$ cat config.mk
export PLATFORM = sky130hd
export DESIGN_NAME = tdm_demux4
export DESIGN_NICKNAME = d
export VERILOG_FILES = /design/src/rtl/tdm_demux4.sv
export SDC_FILE = /design/constraint.sdc
export NUM_CORES = 1
export LEC_CHECK = 0
export ABC_AREA = 1
export ABC_CLOCK_PERIOD_IN_PS = 1100
export CORE_MARGIN = 8
export CORE_UTILIZATION = 40
export CTS_CLUSTER_SIZE = 8
export DETAILED_ROUTE_END_ITERATION = 8
export GPL_TIMING_DRIVEN = 0
export PLACE_DENSITY = 0.66
export SLEW_MARGIN = 40
export SYNTH_ARGS = -nofsm -noshare
export SYNTH_HDL_FRONTEND = slang
export SYNTH_SLANG_ARGS = --single-unit
$ cat constraint.sdc
create_clock -name clk -period 1.1 [get_ports clk]
set_input_delay 0.165 -clock clk [delete_from_list [all_inputs] [get_ports clk]]
set_output_delay 0.165 -clock clk [all_outputs]
set_load 0.05 [all_outputs]
$ cat src/rtl/tdm_demux4.sv
// Four-channel TDM demultiplexer: locks to the frame marker, collects four
// slots into shadow registers and publishes them together with a valid strobe.
module tdm_demux4 #(
  parameter int unsigned W = 1
) (
  input  logic           clk,
  input  logic           rst_n,
  input  logic [W-1:0]   din,
  input  logic           en,
  input  logic           frame,
  output logic [4*W-1:0] out,
  output logic           valid,
  output logic [1:0]     slot,
  output logic           locked,
  output logic           sync_err
);

  typedef enum logic {
    HUNT = 1'b0,
    LOCK = 1'b1
  } state_t;

  state_t         state, state_n;
  logic [1:0]     slot_n;
  logic [W-1:0]   sh0, sh1, sh2;
  logic [W-1:0]   sh0_n, sh1_n, sh2_n;
  logic [4*W-1:0] out_n;
  logic           valid_n, sync_err_n;

  always_ff @(posedge clk or negedge rst_n) begin
    if (!rst_n) begin
      state    <= HUNT;
      slot     <= '0;
      sh0      <= '0;
      sh1      <= '0;
      sh2      <= '0;
      out      <= '0;
      valid    <= 1'b0;
      sync_err <= 1'b0;
    end else begin
      state    <= state_n;
      slot     <= slot_n;
      sh0      <= sh0_n;
      sh1      <= sh1_n;
      sh2      <= sh2_n;
      out      <= out_n;
      valid    <= valid_n;
      sync_err <= sync_err_n;
    end
  end

  always_comb begin
    state_n    = state;
    slot_n     = slot;
    sh0_n      = sh0;
    sh1_n      = sh1;
    sh2_n      = sh2;
    out_n      = out;
    valid_n    = 1'b0;
    sync_err_n = 1'b0;
    if (en) begin
      unique case (state)
        HUNT: begin
          if (frame) begin
            sh0_n   = din;
            slot_n  = 2'd1;
            state_n = LOCK;
          end
        end
        LOCK: begin
          if (slot == 2'd0) begin
            if (frame) begin
              sh0_n  = din;
              slot_n = 2'd1;
            end else begin
              sync_err_n = 1'b1;
              slot_n     = 2'd0;
              state_n    = HUNT;
            end
          end else if (frame) begin
            // Early marker: restart the frame on this sample; stale shadow
            // entries 1/2 are always rewritten before the next publish.
            sync_err_n = 1'b1;
            sh0_n      = din;
            slot_n     = 2'd1;
          end else if (slot == 2'd3) begin
            out_n   = {din, sh2, sh1, sh0};
            valid_n = 1'b1;
            slot_n  = 2'd0;
          end else begin
            if (slot == 2'd1) sh1_n = din;
            else              sh2_n = din;
            slot_n = slot + 2'd1;
          end
        end
        default: state_n = HUNT;
      endcase
    end
  end

  assign locked = (state == LOCK);

endmodule
==> impl_metrics.toml <==
[run_status]
status = "finished with violations"
violations = "setup timing"

[drt]
route.met2.wl_microns = 571
vias = 519
viasPerCell = 4.90
wl_mm = 1.24
ant_nets = 0
dr.pass1.iters = 3
dr_wl_met3_microns = 88
wire_per_inst_microns = 11.7
first_iter_violations = 5
drt-met1-wl_microns = 518
highest_layer = "met4"
drcViolationCount = 0

[clock_network]
cts_tree = "yes"
holdBufCountCts = 0
clock_latency_ps = 280
cts-buffers-inserted = 3
cts.sinks = 12
htreeDepth = 1
cts-root-buf = "clkbuf_4"
path_clk_slew_ps = 80
cts_buffer_depth = 2

[placed_design]
portBuffers = 13
gp_congestion = 0.774
dp_hpwl_microns = 923
numPlacedInstances = 98

[finish]
multi_input_area_sq_um = 327
n_antenna_cell = 0
finalNonFillerCells = 106
drive_gt1_share_pct = 35.6
nets = 102
area_delta_synth_final_pct = 38.4
n_fill_cell = 147
register_area_sq_um = 304

[setup_path]
critPathLaunchType = "flop"
crit_buf_inv = 2
max_stage_delay_ps = 430
crit_family = "flip-flops"
critPathRequiredTime_ps = 1300
r2r_setup_slack_ps = -110
critPathSlowestCell = "dfrtp_2"
crit_chain = "inv_4 -> ha_4 -> nor2_4 -> buf_4 -> nand3_1 -> o21ai_1"
crit_arrival_ps = 1420
crit_path_end_kind = "flop"
critPathKind = "reg -> reg"
path_max_fanout = 6

[grt]
grtUsageTotal_pct = 10.0
grt_pass1_wl_mm = 2.11
antenna_found_initial = 0
grt_pass1_vias = 495
grt_max_degree = 13
gr-total-overflow = 0

[timing]
finalHoldViolations = 0
min_period_ps = 1210
slew_violations = 0
max_slew_margin_pct = 63.5
finalSetupViolCount = 9
skew_ps = 9.49
worstMarginPinSlew_ps = 545
timing.final.crit_share_pct = 110
hold_ws_ps = 236
setup_ws_ps = -112
rsz0062_at_grt = "true"
tns_ps = -791
fmax_mhz = 825

[job]
cap_viol_max_count = 0

[synthesis]
avgSynthCellArea_sq_um = 8.87
ys_types = 12
syn_nets = 80
ys_warn_count = 0
synthCells = 69
synth_seq_area_share_pct = 49.1
synth_area_sq_um = 612
synth_seq_cells = 12

[die]
num_io_pins = 14
die_w_microns = 55.1
design.die.area_sq_um = 3040
rows = 14
fp.coreArea_sq_um = 1470
start_util_pct = 41.6
fp.dieH_microns = 55.1

[pwr]
cellPowerDensity_nw_per_um2 = 2930
vdd_drop_max_mv = 1.52
leakage_nw = 0.445

[worst_hold_path]
hold_class = "in -> async"
==> Yosys cell counts <==
cell type | count | share of area [%]
nor2_4 | 1 | 1.8
o21ai_0 | 3 | 2.5
inv_1 | 7 | 4.3
ha_1 | 6 | 12
nand2_2 | 1 | 1.0
nand2_1 | 23 | 14
nand4_1 | 5 | 5.1
nor2_1 | 5 | 3.1
nand3_1 | 4 | 3.3
nand3_4 | 1 | 2.9
inv_2 | 1 | 0.61
dfrtp_1 | 12 | 49
==> per-layer routing <==
metal	up-vias	track usage [%]
met4	0	10.8
met1	240	10.7
met3	5	1.34
met5	-	0
li1	261	-
met2	13	15.9
==> path summary, 6_finish.rpt <==
| path | start | endpoint | cells past startpoint |
|---|---|---|---|
| setup reg to reg | slot[0] | slot[1] | 6 |
| hold / removal | rst_n | out[2] | 1 |
| max in group asynchronous | rst_n | locked | 1 |
| hold reg to reg | out[0] | out[0] | 2 |
| min in group clk | frame | sh0 | 3 |
| setup / recovery | slot[0] | slot[1] | 6 |
==> area by class of cell <==
| class | instances | share of cell area, % |
|---|---|---|
| clock buffers | 4 | 3.10 |
| inverters | 8 | 4.14 |
| multi-input cells | 49 | 38.6 |
| flip-flops and latches | 12 | 35.9 |
| well taps | 16 | 2.36 |
| repair buffers | 17 | 16.0 |
==> power by group <==
group          internal (W)  switching (W)  total, W
Clock              0.000141       0.000149  0.000290
Sequential         0.000611       0.000123  0.000734
Combinational      0.000510       0.000951   0.00146
Total               0.00126        0.00122   0.00248
==> logic make-up (layout without fill, tap and decap cells) <==
family,after synthesis,in the layout,synth area share [%]
simple gates,40,40,31.3
flops,12,12,49.1
buf+inv,8,29,4.91
fa+ha+maj,6,6,12.3
compound gates,3,3,2.45
==> worst register-to-register path, delay by kind of cell, from the launching register on <==
kind | cells | cell delay (ps)
flops | 1 | 430
simple gates | 2 | 260
buf+inv | 2 | 200
fa+ha+maj | 1 | 160
compound gates | 1 | 90
==> registers in the layout, summed over array words and instances (netlist names) <==
name	flops
valid	1
sh0	1
locked	1
sync_err	1
slot	2
out	4
sh1	1
sh2	1
==> stage by stage <==
stage / power (W) / instance area [sq um] / worst slack, ps / utilization, %
finish: 0.00248 / 847 / -112 / 57.6
global route: 0.00269 / 847 / -197 / 57.6
CTS: 0.00240 / 805 / -95.7 / 54.7
detailed placement: 0.00215 / 796 / -315 / 54.1
global placement: 0.00213 / 796 / -313 / 54.1
floorplan: 0.00174 / 646 / -209 / -
==> cell usage in the layout, fill, tap and decap left out, types with 2 or more instances in the layout <==
cell type        instances
nand2_1                 23
ha_4                     3
clkbuf_4                 6
nor2_2                   2
o21ai_1                  2
buf_2                    5
inv_4                    2
dfrtp_2                  3
inv_1                    4
nand4_1                  5
buf_4                    3
nand3_1                  4
buf_6                    2
nor2_1                   3
ha_1                     2
dfrtp_1                  9
clkdlybuf4s50_1          3
inv_2                    2
==> timing repair <==
| item | 4_1_cts | 5_1_grt |
|---|---|---|
| hold endpoints to repair | 0 | 0 |
| endpoints found under the setup margin | 18 | 16 |
| pin swaps | 4 | 2 |
| resized for setup | 47 | 10 |
| setup buffers | 3 | 1 |
Note: power is estimated with default switching activity, not from simulation.
